File: src/rtl/x_uart_tx.sv
// x_uart_tx: byte-wide UART transmitter.
// Takes one byte per valid/accept handshake and sends it on a single line
// as one start bit, 8 data bits LSB-first and STOP_BITS stop bits. Each bit
// lasts CLKS_PER_BIT core clocks. The serial line and the busy flag come from
// flops, so both are glitch-free.
module x_uart_tx #(
    parameter int CLKS_PER_BIT = 16,
    parameter int STOP_BITS    = 1
) (
    input  logic       i_clk,
    input  logic       i_rst_n,
    input  logic       i_valid,
    input  logic [7:0] i_data,
    output logic       o_accept,
    output logic       o_tx,
    output logic       o_busy
);

    typedef enum logic [1:0] {
        IDLE  = 2'd0,
        START = 2'd1,
        DATA  = 2'd2,
        STOP  = 2'd3
    } state_t;

    localparam int             BW        = (CLKS_PER_BIT > 1) ? $clog2(CLKS_PER_BIT) : 1;
    localparam logic [BW-1:0]  BAUD_LAST = BW'(CLKS_PER_BIT - 1);
    localparam logic [2:0]     STOP_LAST = 3'(STOP_BITS - 1);

    state_t        state_r, state_s;
    logic [7:0]    shift_r, shift_s;
    logic [BW-1:0] baud_r,  baud_s;
    logic [2:0]    bit_r,   bit_s;
    logic          tx_r,    tx_s;
    logic          busy_r,  busy_s;
    logic          accept_s;
    logic          baud_wrap_s;

    // Next-state, next-register values and the accept strobe for the frame sequencer.
    always_comb begin
        state_s     = state_r;
        shift_s     = shift_r;
        baud_s      = baud_r;
        bit_s       = bit_r;
        tx_s        = tx_r;
        accept_s    = 1'b0;
        baud_wrap_s = (baud_r == BAUD_LAST);

        case (state_r)
            IDLE: begin
                tx_s   = 1'b1;
                baud_s = {BW{1'b0}};
                if (i_valid) begin
                    // The start bit appears on the line in the cycle after the accept.
                    accept_s = 1'b1;
                    shift_s  = i_data;
                    bit_s    = 3'd0;
                    tx_s     = 1'b0;
                    state_s  = START;
                end else begin
                    state_s = IDLE;
                end
            end
            START: begin
                if (baud_wrap_s) begin
                    baud_s  = {BW{1'b0}};
                    bit_s   = 3'd0;
                    tx_s    = shift_r[0];
                    state_s = DATA;
                end else begin
                    baud_s = baud_r + {{(BW-1){1'b0}}, 1'b1};
                end
            end
            DATA: begin
                if (baud_wrap_s) begin
                    baud_s  = {BW{1'b0}};
                    shift_s = {1'b0, shift_r[7:1]};
                    if (bit_r == 3'd7) begin
                        bit_s   = 3'd0;
                        tx_s    = 1'b1;
                        state_s = STOP;
                    end else begin
                        // Present the bit that becomes shift[0] after this shift.
                        bit_s = bit_r + 3'd1;
                        tx_s  = shift_r[1];
                    end
                end else begin
                    baud_s = baud_r + {{(BW-1){1'b0}}, 1'b1};
                end
            end
            STOP: begin
                tx_s = 1'b1;
                if (baud_wrap_s) begin
                    baud_s = {BW{1'b0}};
                    if (bit_r == STOP_LAST) begin
                        bit_s   = 3'd0;
                        state_s = IDLE;
                    end else begin
                        bit_s = bit_r + 3'd1;
                    end
                end else begin
                    baud_s = baud_r + {{(BW-1){1'b0}}, 1'b1};
                end
            end
            default: begin
                state_s = IDLE;
                tx_s    = 1'b1;
                baud_s  = {BW{1'b0}};
                bit_s   = 3'd0;
            end
        endcase

        // Busy is registered from the next state so it lines up with state_r.
        busy_s = (state_s != IDLE);
    end

    // Sequencer registers: state, shifter, baud/bit counters, line and busy flops.
    always_ff @(posedge i_clk or negedge i_rst_n) begin
        if (!i_rst_n) begin
            state_r <= IDLE;
            shift_r <= 8'h00;
            baud_r  <= {BW{1'b0}};
            bit_r   <= 3'd0;
            tx_r    <= 1'b1;
            busy_r  <= 1'b0;
        end else begin
            state_r <= state_s;
            shift_r <= shift_s;
            baud_r  <= baud_s;
            bit_r   <= bit_s;
            tx_r    <= tx_s;
            busy_r  <= busy_s;
        end
    end

    assign o_accept = accept_s;
    assign o_tx     = tx_r;
    assign o_busy   = busy_r;

endmodule
File: config.mk
export PLATFORM = sky130hd
export DESIGN_NAME = x_uart_tx
export DESIGN_NICKNAME = d
export VERILOG_FILES = /design/src/rtl/x_uart_tx.sv
export SDC_FILE = /design/constraint.sdc
export NUM_CORES = 1
export LEC_CHECK = 0
export BUFFER_PORTS_ARGS = -buffer_cell sky130_fd_sc_hd__buf_2
export CAP_MARGIN = 20
export CELL_PAD_IN_SITES_DETAIL_PLACEMENT = 2
export CELL_PAD_IN_SITES_GLOBAL_PLACEMENT = 2
export CORE_MARGIN = 2
export CORE_UTILIZATION = 38
export CTS_CLUSTER_DIAMETER = 40
export DETAILED_ROUTE_END_ITERATION = 10
export GPL_TIMING_DRIVEN = 0
export PLACE_DENSITY = 0.92
export SKIP_CTS_REPAIR_TIMING = 1
export SLEW_MARGIN = 15
export SYNTH_ARGS = -nofsm -noshare
export SYNTH_HDL_FRONTEND = slang
export SYNTH_SLANG_ARGS = --single-unit
File: constraint.sdc
create_clock -name i_clk -period 4 [get_ports i_clk]
set_clock_uncertainty 0.2 [all_clocks]
set_input_delay 0.2 -clock i_clk [delete_from_list [all_inputs] [get_ports i_clk]]
set_output_delay 0.2 -clock i_clk [all_outputs]
set_load 0.01 [all_outputs]
# After elaboration in Yosys (flattened, before gate mapping)

Cells that the tools add are included.

$add $sub $neg: 2
Multipliers: 0
Divide/modulo/power cells: 0
Magnitude comparators: 0
Eq/ne operators: 9
Shifts and indexed selects: 0
Muxes and demuxes: 26
Bitwise logic cells: 0
Reduce and logical (&&, ||, !) cells: 8

Operator list:

| operator                                                               | number |
|---|---|
| 3-bit 2-to-1 mux                                                       | 6 |
| 8-bit 2-to-1 mux                                                       | 2 |
| 8-bit one-hot mux with 2 select lines                                  | 1 |
| 3-bit one-hot mux with 4 select lines                                  | 1 |
| 2-bit 2-to-1 mux                                                       | 5 |
| 2-bit != test (second input constant)                                  | 4 |
| 2-bit one-hot mux with 4 select lines                                  | 1 |
| 4-bit one-hot mux with 2 select lines                                  | 1 |
| 1-bit 2-to-1 mux                                                       | 7 |
| 4-bit by 1-bit adder with 4-bit output (second input constant)         | 1 |
| 2-bit equality test (second input constant)                            | 2 |
| 4-bit equality test (second input constant)                            | 1 |
| 4-bit 2-to-1 mux                                                       | 1 |
| 1-bit one-hot mux with 4 select lines                                  | 1 |
| 4-bit AND reduction                                                    | 1 |
| 2-bit nonzero test                                                     | 2 |
| 3-bit by 1-bit adder with 3-bit output (second input constant)         | 1 |
| 3-bit equality test (second input constant)                            | 1 |
| 3-bit logical NOT                                                      | 1 |
| 3-bit AND reduction                                                    | 1 |
| 3-bit OR reduction                                                     | 1 |
| 2-bit by 1-bit equality test with 1-bit output (second input constant) | 1 |
| 2-bit logical NOT                                                      | 1 |
| 2-bit AND reduction                                                    | 1 |

Bits in registers: 19
Bits in latches: 0
Bits in writable memories: 0
Bits in read-only memories: 0
Bits of input ports: 11
Output and inout bits: 3
Memories kept: 0

# Longest topological paths before layout

Gate-level depths: netlist of the first run.

Depth in word-level cells: 5
Mapped depth: 5

# Least setup slack after synthesis of the first run

OpenSTA, ideal clock, no wires.

Path kind: reg-to-reg
From: register baud_r[0]
To: register shift_r[0]
Library setup time: 123 ps
Data arrival time: 1352 ps
Required time: 3677 ps
Path slack: 2325 ps
Stages on the path, launching flop included: 6
Clock period less this slack: 1675 ps
Cell sequence: dfrtp_1 ha_1 nand3_2 buf_6 or3_1 o221a_2

Cells in the longest elaborated chain, start to end: 3

RTL lines:

| what                          | RTL line | text |
|---|---|---|
| start: declaration            | 32       | `logic [BW-1:0] baud_r, baud_s;` |
| start signal: assignment      | 122      | `baud_r <= {BW{1'b0}};` |
| start signal: assignment      | 129      | `baud_r <= baud_s;` |
| 4-bit equality test           | 47       | `baud_wrap_s = (baud_r == BAUD_LAST);` |
| 2-bit != test (no line)       | -        |  |
| 3-bit AND reduction (no line) | -        |  |
| end signal: assignment        | 128      | `shift_r <= shift_s;` |
| end: declaration              | 31       | `logic [7:0] shift_r, shift_s;` |

Every way passes these cells.
A chain may end at the register's enable or synchronous reset.

# Worst setup path in the final report of the first run

From: register baud_r[0]
To: register shift_r[3]

Same word-level chain as after synthesis.

==> out/metrics.yaml, run 1 <==
power:
  power.total_uw: 305
  p_per_area_mw_per_mm2: 252
  leakage_uw: 0.000561
  vdd_drop_max_mv: 0.137
placed_design:
  numPortBuffers: 13
  post-dp-hpwl_um: 2210
  place_inst: 139
  postPlaceCellArea_mm2: 0.00113
  gp_congestion: 0.695
global_routing:
  grtUsageTotal_pct: 21.0
  grt_antenna_before_repair: 0
  grt_max_degree: 20
  grt_pass1_wl_um: 5050
  grt_overflow_total: 0
  grt_pass1_vias: 963
sta:
  max_freq_mhz: 529
  setup_viol: 0
  hold_slack_ps: -2.54
  max-slew-margin-rel_pct: 70.4
  setup-tns-final_ps: 0
  maxSlewViolCount: 0
  rsz0062_at_grt: "no"
  finalCritPeriodShare_pct: 47.3
  finalCriticalPeriod_ps: 1890
  worst_pin_slew_ps: 443
  finalHoldViolCount: 1
worst_setup_path:
  worstPathArrival_ps: 1890
  crit_required_ps: 4000
  cp-end-kind: "flip-flop"
  timing.rr.end: "shift_r[3]$_DFFE_PN0P_"
  cp.buffers_inverters: 1
  cpLargestDelayFamily: "simple AND/OR/NAND/NOR gates"
  crit_type: "reg -> reg"
  crit_path_max_fanout: 10
  crit_cells: 5
  crit_slowest_cell: "dfrtp_1"
  crit_path_start_kind: "flip-flop"
  reg2reg_slack_ps: 2110
  worstRegToRegCells: 5
  rr_startpoint: "baud_r[0]$_DFF_PN0_"
  crit_chain: "ha_1 -> nand3_2 -> buf_6 -> or3_1 -> o221a_2"
  slowest_delay_ps: 430
hold_path:
  min-delay-start: "i_data[3]"
  hold_path_end: "shift_r[3]$_DFFE_PN0P_"
  hold_class: "in -> reg"
  hold_depth: 2
logic_synthesis:
  synth_cell_types: 35
  async_flop_share_pct: 100
  synthFlopType: "dfrtp_1"
  synthesis.area_mm2: 0.00103
  synth-edff-count: 0
  syn-mean-instance-area_um2: 10.7
  synthCells: 96
  ys_warn_count: 0
  synth_nets: 111
  synth-seq-area-share_pct: 46.2
  synth_seq_cells: 19
clock_tree:
  clk_path_buf_depth: 2
  ctsRootBufferMaster: "clkbuf_4"
  htree_levels: 1
  cts_tree: "done"
  clk_latency_ps: 300
  cts_made_buffers: 3
  cts_num_sinks: 19
  clkSlewWorstSetupHoldPaths_ps: 110
drt:
  drt_iter0_drc: 10
  drcViolationCount: 0
  postRouteAntennaNets: 0
  wire_per_inst_um: 20.6
  dr_total_vias: 881
  dr.pass1.iters: 4
  wl_um: 3050
  vias_per_cell: 5.95
final_layout:
  antenna_cells: 0
  layout_commonest_cell: "dfrtp_1"
  fin_area_mm2: 0.00121
  final_util_pct: 48.0
  final_cells: 148
  final_nets: 134
  drive_gt1_share_pct: 28.8
  final_cell_mix: "dfrtp_1 (18), buf_2 (16), o221a_2 (7)"
  area_delta_synth_final_pct: 17.5
die:
  coreArea_mm2: 0.00252
  die_x_um: 56.1
  rows: 18
  initial_core_util_pct: 40.9
  chipHeight_um: 56.1
  die-area_mm2: 0.00315
  top_level_ports: 14
run_status:
  violations: "negative hold slack"
  status: "finished with violations"
flow_run:
  maxCapViolCount: 0
==> worst max-delay path by stage <==
stage	startpoint	to	slack, ps
after global routing	baud_r[0]$_DFF_PN0_	shift_r[3]$_DFFE_PN0P_	2050
after floorplan	baud_r[0]$_DFF_PN0_	shift_r[0]$_DFFE_PN0P_	2330
after CTS	baud_r[0]$_DFF_PN0_	shift_r[3]$_DFFE_PN0P_	2100
after detailed placement	baud_r[0]$_DFF_PN0_	shift_r[0]$_DFFE_PN0P_	2130
after global placement	baud_r[0]$_DFF_PN0_	shift_r[3]$_DFFE_PN0P_	2230
final	baud_r[0]$_DFF_PN0_	shift_r[3]$_DFFE_PN0P_	2110
==> through the flow <==
| step | setup WS (ps) | hold WS [ps] |
|---|---|---|
| 6_report | 2110 | -2.54 |
| 5_1_grt | 2050 | 1.90 |
| 4_1_cts | 2100 | -372 |
| 3_5_place_dp | 2130 | -31.3 |
| 3_3_place_gp | 2230 | -34.3 |
| 2_1_floorplan | 2330 | -296 |
==> area by class of cell <==
| class | count | area, um^2 |
|---|---|---|
| plain buffers | 6 | 42.5 |
| clock buffers | 3 | 22.5 |
| clock inverters | 1 | 5.00 |
| fillers | 261 | 1310 |
| inverters | 5 | 18.8 |
| multi-input cells | 66 | 493 |
| flip-flops and latches | 19 | 477 |
| well taps | 30 | 37.5 |
| repair buffers | 18 | 115 |
==> synthesized netlist by cell type, types with 2 or more instances <==
master / number / area, um^2
buf_6: 2 / 22.5
xnor2_1: 2 / 17.5
nor2_1: 5 / 18.8
nand3_1: 3 / 15.0
buf_2: 3 / 15.0
a31oi_1: 3 / 18.8
a21oi_1: 4 / 20.0
o21ai_0: 2 / 10.0
inv_1: 5 / 18.8
nor2b_1: 2 / 12.5
o221a_2: 7 / 78.8
dfrtp_1: 18 / 450
nand2b_1: 3 / 18.8
ha_1: 4 / 50.1
nand3b_1: 2 / 15.0
nand4_1: 2 / 12.5
or2b_1: 2 / 15.0
or3_1: 6 / 37.5
nor3_1: 4 / 20.0
o221ai_1: 2 / 17.5
==> cell families (layout without fill, tap and decap cells) <==
kind of cell               count (synthesis)  in the layout  synth area share (%)
and+or+nand+nor                           33             33                  19.3
AOI/OAI and AO/OA                         26             26                  21.0
DFF                                       19             19                  46.2
buffers and inverters                     11             33                  5.95
adders and majority gates                  4              4                  4.85
xor gates and xnor gates                   2              2                  1.70
muxes                                      1              1                 0.971
==> registers in the layout, indices dropped and copies added, names as in the netlist <==
register	flops
bit_r	3
o_busy	1
baud_r	4
shift_r	8
o_tx	1
state_r	2
==> per-layer routing <==
| layer | global-route usage (%) | share of wire, % |
|---|---|---|
| met5 | 0 | 0 |
| met4 | 7.14 | 1.1 |
| met3 | 2.33 | 2.2 |
| met2 | 39.2 | 55 |
| met1 | 24.7 | 42 |
==> where the power goes <==
part           internal, uW  total (uW)  switching (uW)
Combinational          7.48        14.3            6.86
Sequential              192         192               0
Clock                  37.3        99.0            61.7
Note: power is estimated with default switching activity, not from simulation.
==> inputs of run 2 (changes only) <==
Settings changed: CORE_UTILIZATION 38 to 36, PLACE_DENSITY 0.92 to 0.88.
Clock period 4 ns to 1.75 ns, I/O delays scaled along.
==> out/metrics.yaml, run 2 (synthesized netlist as in run 1, its figures left out) <==
die:
  die_x_um: 57.5  # +2.5%
  rows: 19  # +1
  initial_core_util_pct: 37.7  # -3.2 points
  chipHeight_um: 57.5  # +2.5%
  coreArea_mm2: 0.00273  # +8.4%
  die-area_mm2: 0.00331  # +5.2%
  top_level_ports: 14  # unchanged
sta:
  finalCritPeriodShare_pct: 97.8  # +50 points
  max-slew-margin-rel_pct: 69.5  # -0.95 points
  setup_slack_ps: 38.8  # -2070 ps
  finalHoldViolCount: 0  # -1
  worst_pin_slew_ps: 458  # +14.3 ps
  hold_slack_ps: 24.2  # +26.7 ps
  max_freq_mhz: 584  # +11%
  maxSlewViolCount: 0  # unchanged
  setup_viol: 0  # unchanged
  finalCriticalPeriod_ps: 1710  # -180 ps
worst_setup_path:
  slowest_delay_ps: 430  # about the same
  crit_required_ps: 1770  # -2230 ps
  startpoint: "baud_r[1]$_DFF_PN0_"
  reg2reg_slack_ps: 40  # -2070 ps
  crit_slowest_cell: "dfrtp_1"
  worstPathArrival_ps: 1730  # -160 ps
  worstRegToRegCells: 5  # unchanged
  crit_chain: "ha_4 -> nand3_2 -> buf_6 -> or3_1 -> o221a_2"
  timing.rr.end: "shift_r[3]$_DFFE_PN0P_"
  crit_path_start_kind: "flip-flop"
  crit_path_max_fanout: 10  # unchanged
  cp-end-kind: "flip-flop"
  crit_type: "reg -> reg"
  rr_startpoint: "baud_r[1]$_DFF_PN0_"
  endpoint: "shift_r[3]$_DFFE_PN0P_"
flow_run:
  maxCapViolCount: 0  # unchanged
placed_design:
  post-dp-hpwl_um: 2010  # -9.1%
  numPortBuffers: 13  # unchanged
  gp_congestion: 0.721  # +3.7%
  place_inst: 140  # +0.72%
  dp_worst_setup_slack_ps: -123  # -2260 ps
power:
  p_per_area_mw_per_mm2: 555  # +120%
  power.total_uw: 724  # +140%
  p_int_uw: 553  # +130%
  seqPwrFrac_pct: 60.7  # -2.2 points
  swShare_pct: 23.6  # +1.2 points
  combPwrFrac_pct: 5.8  # +1.1 points
  clkPwrFrac_pct: 33.5  # +1.1 points
  p_sw_uw: 171  # +150%
  leakage_uw: 0.000597  # +6.4%
  vdd_drop_max_mv: 0.320  # +130%
final_layout:
  final_cell_mix: "dfrtp_1 (17), buf_2 (16), dlygate4sd3_1 (10)"
  final_cells: 157  # +6.1%
  largest_reg_flops: 8  # unchanged
  layout_commonest_cell: "dfrtp_1"
  final_nets: 142  # +6.0%
  top_regs: "shift_r (8), baud_r (4), bit_r (3)"
  area_delta_synth_final_pct: 26.6
  fillCellCount: 282  # +8.0%
  top_register: "shift_r"
  antenna_cells: 0  # unchanged
  drive_gt1_share_pct: 31.0  # +2.1 points
clock_tree:
  cts_num_sinks: 19  # unchanged
  clk_path_buf_depth: 2  # unchanged
  htree_levels: 1  # unchanged
  cts_tree: "done"
  ctsRootBufferMaster: "clkbuf_4"
  clkSlewWorstSetupHoldPaths_ps: 120  # about the same
  cts_made_buffers: 3  # unchanged
  clk_latency_ps: 320  # +20 ps
drt:
  drcViolationCount: 0  # unchanged
  dr.pass1.iters: 4  # unchanged
  dr_total_vias: 939  # +6.6%
  postRouteAntennaNets: 0  # unchanged
  wl_um: 3510  # +15%
  top_layer_used: "met4"
  wl_met3_um: 126  # +91%
  vias_per_cell: 5.98  # +0.47%
  met2_length_um: 1770  # +5.5%
  wire_per_inst_um: 22.3  # +8.4%
  drt_iter0_drc: 25  # +15
  wl_met1_um: 1460  # +15%
global_routing:
  grt_pass1_vias: 932  # -3.2%
  grt_antenna_before_repair: 0  # unchanged
  grt_max_degree: 20  # unchanged
  grt_pass1_wl_um: 4720  # -6.6%
  grtUsageTotal_pct: 19.5  # -1.6 points
  grt_overflow_total: 0  # unchanged
hold_path:
  hold_class: "in -> async"
run_status:
  status: "finished clean"
==> run 2: cell type report <==
type | count | area, um^2 | share of cell area [%]
buffer | 6 | 45.0 | 3.45
inverter | 5 | 18.8 | 1.44
timing repair buffer | 26 | 188 | 14.4
clock buffer | 4 | 26.3 | 2.01
sequential | 19 | 478 | 36.6
tap | 31 | 38.8 | 2.97
multi-input combinational | 66 | 510 | 39.1
==> run 2: worst min path at each step <==
stage             from                endpoint  slack [ps]  cells after the start
2_1_floorplan  i_rst_n     baud_r[0]$_DFF_PN0_        -410                      0
3_3_place_gp   i_rst_n  shift_r[4]$_DFFE_PN0P_        -150                      1
3_5_place_dp   i_rst_n  shift_r[3]$_DFFE_PN0P_        -140                      1
4_1_cts        i_rst_n    bit_r[1]$_DFFE_PN0P_        -480                      1
5_1_grt        i_rst_n    state_r[1]$_DFF_PN0_          70                      2
6_report       i_rst_n  shift_r[3]$_DFFE_PN0P_          20                      2
==> run 2: metal layers <==
| metal | vias to the layer above | track usage [%] |
|---|---|---|
| met5 | - | 0 |
| met4 | 0 | 6.98 |
| met3 | 13 | 5.44 |
| met2 | 25 | 35.2 |
| met1 | 482 | 21.6 |
| li1 | 419 | - |
==> run 2: metrics by stage <==
| stage | utilization (%) | instance area, um^2 | setup TNS (ps) |
|---|---|---|---|
| floorplan | - | 1030 | 0 |
| global placement | 41.5 | 1130 | -1.51 |
| detailed placement | 41.5 | 1130 | -660 |
| CTS | 42.5 | 1160 | -852 |
| global route | 47.7 | 1310 | -162 |
| finish | 47.7 | 1310 | 0 |
==> run 2: power by group through the flow <==
stage                     combinational [uW]  sequential, uW  clock [uW]
after CTS                               25.0             439         244
after global placement                  23.0             447           0
after detailed placement                24.7             447           0
after floorplan                         2.54             447           0
final                                   42.2             439         242
after global routing                    46.4             439         268
==> run 2: critical path, delay by kind of cell, from the launching register on <==
family	cells	cell delay, ps
fa+ha+maj	1	170
flops	1	430
compound gates	1	150
buf+inv	1	180
simple gates	2	490
==> inputs of run 3 (changes only) <==
Settings changed: ABC_AREA set to 1, CORE_UTILIZATION 36 to 33, PLACE_DENSITY 0.88 to 0.87.
==> out/metrics.yaml, run 3 <==
run_status:
  status: "finished clean"
final_layout:
  final_cells: 182  # +16%
  top_register: "shift_r"
  fin_area_mm2: 0.00128  # -2.2%
  final_cell_mix: "nand2_1 (28), dfrtp_1 (18), inv_1 (16)"
  top_regs: "shift_r (8), baud_r (4), bit_r (3)"
  area_delta_synth_final_pct: 24.5
  largest_reg_flops: 8  # unchanged
  layout_commonest_cell: "nand2_1"
  drive_gt1_share_pct: 23.5  # -7.5 points
  antenna_cells: 0  # unchanged
  final_nets: 165  # +16%
sta:
  rsz0062_at_grt: "no"
  maxSlewViolCount: 0  # unchanged
  max-slew-margin-rel_pct: 70.1  # +0.59 points
  worst_pin_slew_ps: 449  # -8.82 ps
  finalHoldViolCount: 0  # unchanged
  max_freq_mhz: 594  # +1.7%
  finalCriticalPeriod_ps: 1680  # -28.4 ps
  setup_viol: 0  # unchanged
  finalCritPeriodShare_pct: 96.2  # -1.6 points
  setup-tns-final_ps: 0  # unchanged
placed_design:
  postPlaceCellArea_mm2: 0.00113  # -0.33%
  post-dp-hpwl_um: 1900  # -5.5%
  gp_congestion: 0.776  # +7.6%
  place_inst: 167  # +19%
  numPortBuffers: 13  # unchanged
power:
  vdd_drop_max_mv: 0.292  # -8.9%
  p_per_area_mw_per_mm2: 564  # +1.7%
  leakage_uw: 0.000632  # +5.9%
logic_synthesis:
  synth_cell_types: 20  # -43%
  synth-edff-count: 0  # unchanged
  synth_seq_cells: 19  # unchanged
  syn-mean-instance-area_um2: 8.47  # -21%
  synthTopCellsByArea: "dfrtp_1 (44%), nand2_1 (10%), o21ai_0 (5.9%)"
  synthCells: 121  # +26%
  async_flop_share_pct: 100  # unchanged
  synthesis.area_mm2: 0.00102  # -0.61%
  synth_top_area_share_pct: 44.0  # +0.27 points
  yosysTopAreaCell: "dfrtp_1"
  synth_nets: 136  # +23%
  synth-seq-area-share_pct: 46.5  # +0.28 points
  ys_warn_count: 0  # unchanged
  yosysMostFrequentCell: "nand2_1"
  synthTopCellsByCount: "nand2_1 (28), dfrtp_1 (18), inv_1 (16), o21ai_0 (12), o21ai_1 (9)"
  synthFlopType: "dfrtp_1"
die:
  rows: 20  # +1
  die_x_um: 59.7  # +3.8%
  chipHeight_um: 59.7  # +3.8%
  initial_core_util_pct: 34.1  # -3.6 points
  top_level_ports: 14  # unchanged
  die-area_mm2: 0.00357  # +7.8%
  coreArea_mm2: 0.00300  # +9.8%
global_routing:
  grt_overflow_total: 0  # unchanged
  grtUsageTotal_pct: 16.3  # -3.2 points
  grt_antenna_before_repair: 0  # unchanged
  grt_pass1_vias: 975  # +4.6%
  grt_max_degree: 20  # unchanged
  grt_pass1_wl_um: 4340  # -8.0%
drt:
  dr_total_vias: 886  # -5.6%
  wire_per_inst_um: 14.6  # -35%
  wl_um: 2660  # -24%
  drt_iter0_drc: 25  # unchanged
  postRouteAntennaNets: 0  # unchanged
  drcViolationCount: 0  # unchanged
  dr.pass1.iters: 4  # unchanged
  vias_per_cell: 4.87  # -19%
clock_tree:
  clkSlewWorstSetupHoldPaths_ps: 130  # about the same
  clk_latency_ps: 320  # about the same
  htree_levels: 1  # unchanged
  cts_tree: "done"
  cts_num_sinks: 19  # unchanged
  cts_made_buffers: 3  # unchanged
  clk_path_buf_depth: 2  # unchanged
  ctsRootBufferMaster: "clkbuf_4"
worst_setup_path:
  crit_required_ps: 1460  # -310 ps
  crit_chain: "buf_6 -> nor2_4 -> nand2_4 -> inv_1 -> buf_2"
  crit_slowest_cell: "dfrtp_1"
  cp-end-kind: "output port"
  cp.buffers_inverters: 3  # +2
  cpLargestDelayFamily: "flip-flops"
  crit_type: "reg -> out"
  crit_path_start_kind: "flip-flop"
  worstPathArrival_ps: 1400  # -330 ps
  reg2reg_slack_ps: 150  # +110 ps
  slowest_delay_ps: 440  # about the same
  startpoint: "state_r[1]$_DFF_PN0_"
  crit_path_max_fanout: 10  # unchanged
  rr_startpoint: "baud_r[0]$_DFF_PN0_"
flow_run:
  maxCapViolCount: 0  # unchanged
hold_path:
  hold_class: "in -> async"
==> run 3: final cells by class <==
cell class,instances,area (um^2)
fillers,359,1730
clock inverters,1,5.00
inverters,18,67.6
well taps,33,41.3
clock buffers,3,22.5
multi-input cells,81,457
flip-flops and latches,19,477
plain buffers,3,33.8
repair buffers,24,173
==> run 3: path summary, 6_finish.rpt <==
kind / endpoint / depth (start not counted)
min in group i_clk: baud_r[0]$_DFF_PN0_ / 1
min reg2reg: baud_r[0]$_DFF_PN0_ / 1
max: o_accept / 5
max reg2reg: o_busy$_DFF_PN0_ / 6
max in group asynchronous: o_tx$_DFFE_PN1P_ / 2
min: shift_r[7]$_DFFE_PN0P_ / 2
==> run 3: cells by family (layout without fill, tap and decap cells) <==
kind of cell	Yosys count	count (layout)	synth area share [%]
XOR/XNOR	2	2	1.71
adder cells (fa/ha/maj)	4	4	4.88
buffers and inverters	21	49	9.89
AND/OR/NAND/NOR	51	51	23.4
AO/OA/AOI/OAI	24	24	13.6
flip-flops	19	19	46.5
==> run 3: report_power, final <==
group	switching, uW	internal, uW
combinational	15.8	22.4
sequential	0	439
clock	157	85.6
total	173	547
==> run 3: per-layer routing <==
layer | GRT usage (%) | vias up | share of wire, %
met2 | 28.7 | 14 | 57
li1 | - | 439 | -
met3 | 2.81 | 7 | 2.2
met1 | 19.6 | 426 | 39
met5 | 0 | - | 0
met4 | 6.35 | 0 | 2.0
==> run 3: through the flow <==
| stage | hold WS, ps | utilization (%) | total power, uW | setup slack, ps |
|---|---|---|---|---|
| 2_1_floorplan | -408 | - | 448 | 330 |
| 3_3_place_gp | -146 | 37.7 | 468 | 165 |
| 5_1_grt | 73.4 | 42.5 | 748 | 16.1 |
| 4_1_cts | -483 | 38.6 | 706 | 83.5 |
| 6_report | 24.2 | 42.5 | 720 | 67.2 |
| 3_5_place_dp | -138 | 37.7 | 469 | 100 |
